<file path="src/rtl/cpu_step_ctrl.sv">
// cpu_step_ctrl: clock-enable sequencer for the my_cpu core.
// Conditions the three board keys (STEP, RUN/STOP, CLEAR) and drives a
// one-cycle cpu_ce for single-step, free-run at a divided rate, or nothing
// once the core has executed HLT. It also keeps a pulse counter and status LEDs.

// Per-key conditioning: 2-flop synchronizer followed by a counting debouncer.
// 'flip' is a registered one-cycle pulse raised in the same cycle that
// 'stable' takes its new value, so the consumer can qualify it by direction.
module cpu_step_key_cond #(
    parameter int DEB_CYCLES = 1_000_000
) (
    input  logic clk,
    input  logic rst_n,
    input  logic raw,
    output logic stable,
    output logic flip
);
    localparam int CW = $clog2(DEB_CYCLES + 1);

    logic          sync0;
    logic          sync1;
    logic [CW-1:0] cnt;

    // Two-stage synchronizer; idles at the released (high) level
    always_ff @(posedge clk or negedge rst_n) begin
        if (!rst_n) begin
            sync0 <= 1'b1;
            sync1 <= 1'b1;
        end else begin
            sync0 <= raw;
            sync1 <= sync0;
        end
    end

    // Accept a new level only after it has differed for DEB_CYCLES straight clocks
    always_ff @(posedge clk or negedge rst_n) begin
        if (!rst_n) begin
            cnt    <= '0;
            stable <= 1'b1;
            flip   <= 1'b0;
        end else begin
            flip <= 1'b0;
            if (sync1 == stable) begin
                cnt <= '0;
            end else if (cnt == CW'(DEB_CYCLES - 1)) begin
                stable <= sync1;
                flip   <= 1'b1;
                cnt    <= '0;
            end else begin
                cnt <= cnt + 1'b1;
            end
        end
    end
endmodule

// Top: key conditioning array, step/run/halt FSM, step counter, status LEDs.
module cpu_step_ctrl #(
    parameter int DEB_CYCLES = 1_000_000,
    parameter int RUN_DIV    = 5_000_000,
    parameter int CNT_W      = 16
) (
    input  logic             clk,
    input  logic             key0,
    input  logic             key1,
    input  logic             key2,
    input  logic             key3,
    input  logic             cpu_halt,
    output logic             cpu_ce,
    output logic [1:0]       state,
    output logic [CNT_W-1:0] step_cnt,
    output logic [3:0]       led
);
    localparam int NUM_KEYS = 3;
    localparam int DW       = $clog2(RUN_DIV);

    typedef enum logic [1:0] {
        IDLE = 2'b00,
        STEP = 2'b01,
        RUN  = 2'b10,
        HALT = 2'b11
    } st_t;

    // Key index 0 = STEP (key1), 1 = RUN/STOP (key2), 2 = CLEAR (key3)
    logic [NUM_KEYS-1:0] key_raw;
    logic [NUM_KEYS-1:0] key_stable;
    logic [NUM_KEYS-1:0] key_flip;
    logic [NUM_KEYS-1:0] key_press;

    st_t           st;
    logic [DW-1:0] div;
    logic          halt_seen;
    logic          step_p;
    logic          run_p;
    logic          clear_p;
    logic          halt_go;
    logic          div_end;
    logic          ce_fire;

    assign key_raw = {key3, key2, key1};

    for (genvar g = 0; g < NUM_KEYS; g++) begin : g_key
        cpu_step_key_cond #(
            .DEB_CYCLES(DEB_CYCLES)
        ) u_key (
            .clk   (clk),
            .rst_n (key0),
            .raw   (key_raw[g]),
            .stable(key_stable[g]),
            .flip  (key_flip[g])
        );
        // A flip that lands on the low level is a press; releases drop out here
        assign key_press[g] = key_flip[g] & ~key_stable[g];
    end

    assign step_p  = key_press[0];
    assign run_p   = key_press[1];
    assign clear_p = key_press[2];

    // A halt that has already been serviced (and cleared) must not re-halt
    // until the core drops cpu_halt and raises it again.
    assign halt_go = cpu_halt & ~halt_seen;
    assign div_end = (div == DW'(RUN_DIV - 1));

    // Cycles in which a cpu_ce pulse is decided; priority: halt, run/stop, step/divider
    always_comb begin
        ce_fire = 1'b0;
        if (!halt_go && !run_p) begin
            if (st == IDLE && step_p)
                ce_fire = 1'b1;
            else if (st == RUN && div_end)
                ce_fire = 1'b1;
        end
    end

    // Main FSM with registered cpu_ce and run-rate divider
    always_ff @(posedge clk or negedge key0) begin
        if (!key0) begin
            st     <= IDLE;
            div    <= '0;
            cpu_ce <= 1'b0;
        end else begin
            cpu_ce <= ce_fire;
            case (st)
                IDLE: begin
                    div <= '0;
                    if (halt_go)
                        st <= HALT;
                    else if (run_p)
                        st <= RUN;
                    else if (step_p)
                        st <= STEP;
                end
                STEP: begin
                    div <= '0;
                    st  <= IDLE;
                end
                RUN: begin
                    if (halt_go) begin
                        st  <= HALT;
                        div <= '0;
                    end else if (run_p) begin
                        st  <= IDLE;
                        div <= '0;
                    end else begin
                        div <= div_end ? '0 : div + 1'b1;
                    end
                end
                HALT: begin
                    div <= '0;
                    if (clear_p)
                        st <= IDLE;
                end
                default: begin
                    st  <= IDLE;
                    div <= '0;
                end
            endcase
        end
    end

    // Remember that the current HLT has been acted on; forget it once the core drops it
    always_ff @(posedge clk or negedge key0) begin
        if (!key0)
            halt_seen <= 1'b0;
        else if (!cpu_halt)
            halt_seen <= 1'b0;
        else if (st == HALT)
            halt_seen <= 1'b1;
    end

    // Pulse counter; clear wins over a coincident increment
    always_ff @(posedge clk or negedge key0) begin
        if (!key0)
            step_cnt <= '0;
        else if (clear_p)
            step_cnt <= '0;
        else if (ce_fire)
            step_cnt <= step_cnt + 1'b1;
    end

    // Status LEDs: mode flags, a toggle per cpu_ce, and the debounced STEP key
    always_ff @(posedge clk or negedge key0) begin
        if (!key0) begin
            led <= '0;
        end else begin
            led[0] <= (st == RUN);
            led[1] <= (st == HALT);
            led[2] <= led[2] ^ ce_fire;
            led[3] <= ~key_stable[0];
        end
    end

    assign state = st;
endmodule
</file>
<file path="config.mk">
export PLATFORM = sky130hd
export DESIGN_NAME = cpu_step_ctrl
export DESIGN_NICKNAME = d
export VERILOG_FILES = /design/src/rtl/cpu_step_ctrl.sv
export SDC_FILE = /design/constraint.sdc
export NUM_CORES = 1
export LEC_CHECK = 0
export CAP_MARGIN = 15
export CORE_MARGIN = 2
export CORE_UTILIZATION = 35
export CTS_CLUSTER_SIZE = 10
export DETAILED_ROUTE_END_ITERATION = 16
export HOLD_SLACK_MARGIN = 0.02
export MAX_ROUTING_LAYER = met4
export PLACE_DENSITY = 0.61
export SYNTH_ARGS = -nofsm -noshare
export SYNTH_HDL_FRONTEND = slang
export SYNTH_SLANG_ARGS = --single-unit
</file>
<file path="constraint.sdc">
create_clock -name clk -period 2.1 [get_ports clk]
set_clock_uncertainty 0.1 [all_clocks]
set_input_delay 0.63 -clock clk [delete_from_list [all_inputs] [get_ports clk]]
set_output_delay 0.63 -clock clk [all_outputs]
set_load 0.02 [all_outputs]
</file>
==> Flow_metrics.wiki <==
{| class="wikitable"
! Metric !! Value
|-
| Total power of the final layout || 6.133 mW
|-
| Power density over cell area || 837.3 nW/um2
|-
| Initial antenna violation count || 0
|-
| Required time of the worst setup path || 1.37 ns
|-
| Worst Path Arrival || 1.32 ns
|-
| Routed wire length || 11490 um
|-
| Worst slew pin tran || 0.5242 ns
|-
| Delay contributed by the slowest stage of the critical path || 0.59 ns
|-
| Overall die height || 132.3 um
|-
| Slew Viols, Final || 0
|-
| Clk sink count || 119
|-
| CTS tree || built
|-
| Vias in the first global route || 4325
|-
| Setup Total Neg Slack || 0 ns
|-
| Layout Area Growth over Synthesis || 27.18%
|-
| DRT iter0 DRCs || 214
|-
| Port Buf Inserts || 28
|-
| Endpoint of the worst-slack reg-to-reg timing path || step_cnt[3]
|-
| Fraction of the core area covered by cells at the end of the flow || 0.4578
|-
| Maximum number of pins on one net before global-route repair || 34
|-
| Number of endpoints failing setup at the final stage || 0
|-
| Minimum setup slack among reg-to-reg paths || 0.13 ns
|-
| Synthesized netlist cell count || 572
|-
| Number of hold-repair buffers added at the cts stage || 0
|-
| Num rows || 46
|-
| Share of layout cells above drive strength 1 || 0.1692
|-
| Internal power consumption || 4.734 mW
|-
| Syn Nets || 583
|-
| Initial Util || 0.3599
|-
| Number of endpoints with negative hold slack in the final report || 0
|-
| Relative contribution of combinational cells to total power || 0.101
|-
| Worst hold slack || 0.07356 ns
|-
| Number of maximum-capacitance violations || 0
|-
| Total Nets Final || 666
|-
| Number of buffers added by the clock tree synthesis step || 17
|-
| Worst hold path type || in2async
|-
| Worst r2r path cells || 8
|-
| Clock power share || 0.500
|-
| Register bit count reported by yosys || 119
|-
| Count of filler cells inserted in the layout || 1543
|-
| Most used DFF post-synth || sky130_fd_sc_hd__dfrtp_1
|-
| FFs w/ async S/R, synth || 1.000
|-
| Number of non-filler instances in the completed layout || 884
|-
| Switching power || 1.399 mW
|-
| Mapped Avg Cell Area || 10.07 um2
|-
| Die width || 132.3 um
|-
| Die footprint || 17500 um2
|-
| Post-synthesis sequential area ratio || 0.5190
|-
| Final clock period utilization by the worst path || 0.9747
|-
| Peak clock frequency supported by timing || 488.5 MHz
|-
| Mapped cell area || 5759 um2
|-
| First-pass GRT wire length || 20250 um
|-
| Drt via density || 4.868
|-
| Antenna Violating Nets Remaining || 0
|-
| LEAKAGE || 3.156 nW
|-
| Routed via count || 4303
|-
| End point of the critical path || led[1]
|-
| Peak VDD IR || 0.0006085 V
|-
| Slew margin rel. || 0.6479
|-
| Series of cell instances along the critical path || clkdlybuf4s50_1
|-
| Cell depth of the worst setup path || 1
|-
| H-tree depth || 4
|-
| Number of distinct library cell variants in the gate-level netlist after synthesis || 41
|-
| Clock latency on the worst-skew pair || 0.41 ns
|-
| Grt total ovfl || 0
|-
| Worst setup path class || reg2out
|-
| Routed WL per cell || 13.00 um
|-
| Inst Count DP || 844
|-
| Post-synth EDFFs || 0
|-
| Reg-to-reg startpoint || div[1]
|-
| Worst setup SP type || flip-flop
|-
| HPWL after detailed placement || 7923 um
|-
| Fin crit period || 2.047 ns
|-
| DR pass1 iterations || 4
|-
| Overall fraction of global-route tracks in use || 0.1468
|-
| Flop pwr share || 0.399
|-
| Maximum fanout count along the critical path || 1
|-
| Core area || 16000 um2
|-
| Antenna cell count || 0
|-
| Switch share || 0.2281
|-
| DRC violations left || 0
|-
| Synth warn || 0
|-
| Number of primary I/O pins || 29
|-
| Number of buffer and inverter stages on the critical path || 1
|-
| Dominant delay contributor by cell family on the critical path || buffers and inverters
|-
| Critical path's slowest cell || sky130_fd_sc_hd__clkdlybuf4s50_1
|-
| Clock transition at the register clock pins on the worst setup and hold paths after CTS || 0.06 ns
|-
| Number of buffers between clock root and the deepest sink || 2
|-
| Run status || completed
|-
| Critical path endpoint category || primary output
|-
| Launch point of the critical path || led[1]
|-
| RePlAce Congestion || 0.7945
|-
| Root buffer cell || sky130_fd_sc_hd__clkbuf_16
|}
-- layout by cell type, fill, tap and decap left out, drive strengths merged, types with 5 or more instances in the layout --
| cell | synthesis | routed |
|---|---|---|
| and4 | 13 | 13 |
| inv | 10 | 10 |
| clkdlybuf4s50 | 0 | 5 |
| dfrtp | 110 | 110 |
| mux2i | 13 | 13 |
| dlygate4sd2 | 0 | 20 |
| nand4 | 25 | 25 |
| xor2 | 50 | 50 |
| clkbuf | 9 | 23 |
| nor4 | 13 | 13 |
| nand3 | 40 | 41 |
| nand2b | 15 | 15 |
| xnor2 | 29 | 29 |
| nor3 | 16 | 16 |
| o21ai | 5 | 5 |
| dfstp | 9 | 9 |
| buf | 8 | 53 |
| a21oi | 10 | 10 |
| and3 | 19 | 19 |
| nor2 | 99 | 99 |
| ha | 5 | 5 |
| nand2 | 45 | 45 |
-- cells in the mapped netlist (13+ instances only) --
library cell | instances | area share
sky130_fd_sc_hd__nor2_1 | 99 | 0.065
sky130_fd_sc_hd__and4_1 | 13 | 0.020
sky130_fd_sc_hd__nand2b_1 | 15 | 0.016
sky130_fd_sc_hd__nor3_1 | 16 | 0.014
sky130_fd_sc_hd__nand2_1 | 45 | 0.029
sky130_fd_sc_hd__mux2i_1 | 13 | 0.023
sky130_fd_sc_hd__nand4_1 | 25 | 0.027
sky130_fd_sc_hd__dfrtp_1 | 110 | 0.48
sky130_fd_sc_hd__nand3_1 | 38 | 0.033
sky130_fd_sc_hd__xnor2_1 | 29 | 0.044
sky130_fd_sc_hd__xor2_1 | 50 | 0.076
sky130_fd_sc_hd__and3_1 | 19 | 0.021
-- what timing repair did --
item,4_1_cts,5_1_grt
gates resized for setup,21,13
buffers inserted,3,4
setup endpoints to repair,21,28
cloned,1,0
pin swaps,2,7
-- through the flow --
stage | setup slack, ns | instance area, um2
5_1_grt | -0.001522 | 7325
4_1_cts | 0.01376 | 7243
6_report | 0.05309 | 7325
2_1_floorplan | 0.09214 | 5759
3_5_place_dp | -0.2681 | 6599
3_3_place_gp | -0.2684 | 6599
-- area by class of cell --
class,count,area [um2],area share
clock inverter,9,147.6,0.02016
sequential,119,2989,0.4081
tap,216,270.3,0.03690
timing repair buffer,80,685.7,0.09361
multi-input combinational,427,2706,0.3695
clock buffer,23,488.0,0.06662
inverter,10,37.54,0.005125
-- state kept, by name, summed over array words and instances, names as in the netlist --
| name | cells |
|---|---|
| div | 23 |
| g_key.u_key.sync1 | 3 |
| led | 4 |
| cpu_ce | 1 |
| g_key.u_key.stable | 3 |
| halt_seen | 1 |
| step_cnt | 16 |
| g_key.u_key.cnt | 60 |
| state | 2 |
| g_key.u_key.flip | 3 |
| g_key.u_key.sync0 | 3 |
-- kinds of logic after synthesis --
kind of cell	after synthesis	synth area share
AND/OR/NAND/NOR	305	0.2718
multiplexers	15	0.02650
XOR/XNOR	79	0.1201
flip-flops	119	0.5190
adder cells (fa/ha/maj)	5	0.01086
AO/OA/AOI/OAI	22	0.03063
buffers and inverters	27	0.02107
-- power groups by stage --
| stage | Clock [mW] | Combinational, mW | Sequential [mW] |
|---|---|---|---|
| after detailed placement | 0 | 0.592 | 2.48 |
| after global routing | 3.24 | 0.685 | 2.46 |
| final | 3.07 | 0.619 | 2.45 |
| after global placement | 0 | 0.579 | 2.47 |
| after floorplan | 0 | 0.228 | 2.53 |
| after CTS | 3.13 | 0.588 | 2.44 |
-- how the worst min path moves through the flow --
stage	to
4_1_cts	g_key[2].u_key.cnt[0]
3_3_place_gp	g_key[2].u_key.sync1
2_1_floorplan	cpu_ce
3_5_place_dp	g_key[1].u_key.sync1
5_1_grt	g_key[2].u_key.cnt[1]
6_report	g_key[2].u_key.cnt[18]
-- per-layer routing --
layer | track usage | wire length (um) | vias to the layer above
met5 | - | 0 | -
li1 | - | - | 2136
met2 | 0.2352 | 5624 | 56
met1 | 0.1801 | 5346 | 2093
met3 | 0.03614 | 315 | 18
met4 | 0.05496 | 201 | 0
Note: power is estimated with default switching activity, not from simulation.
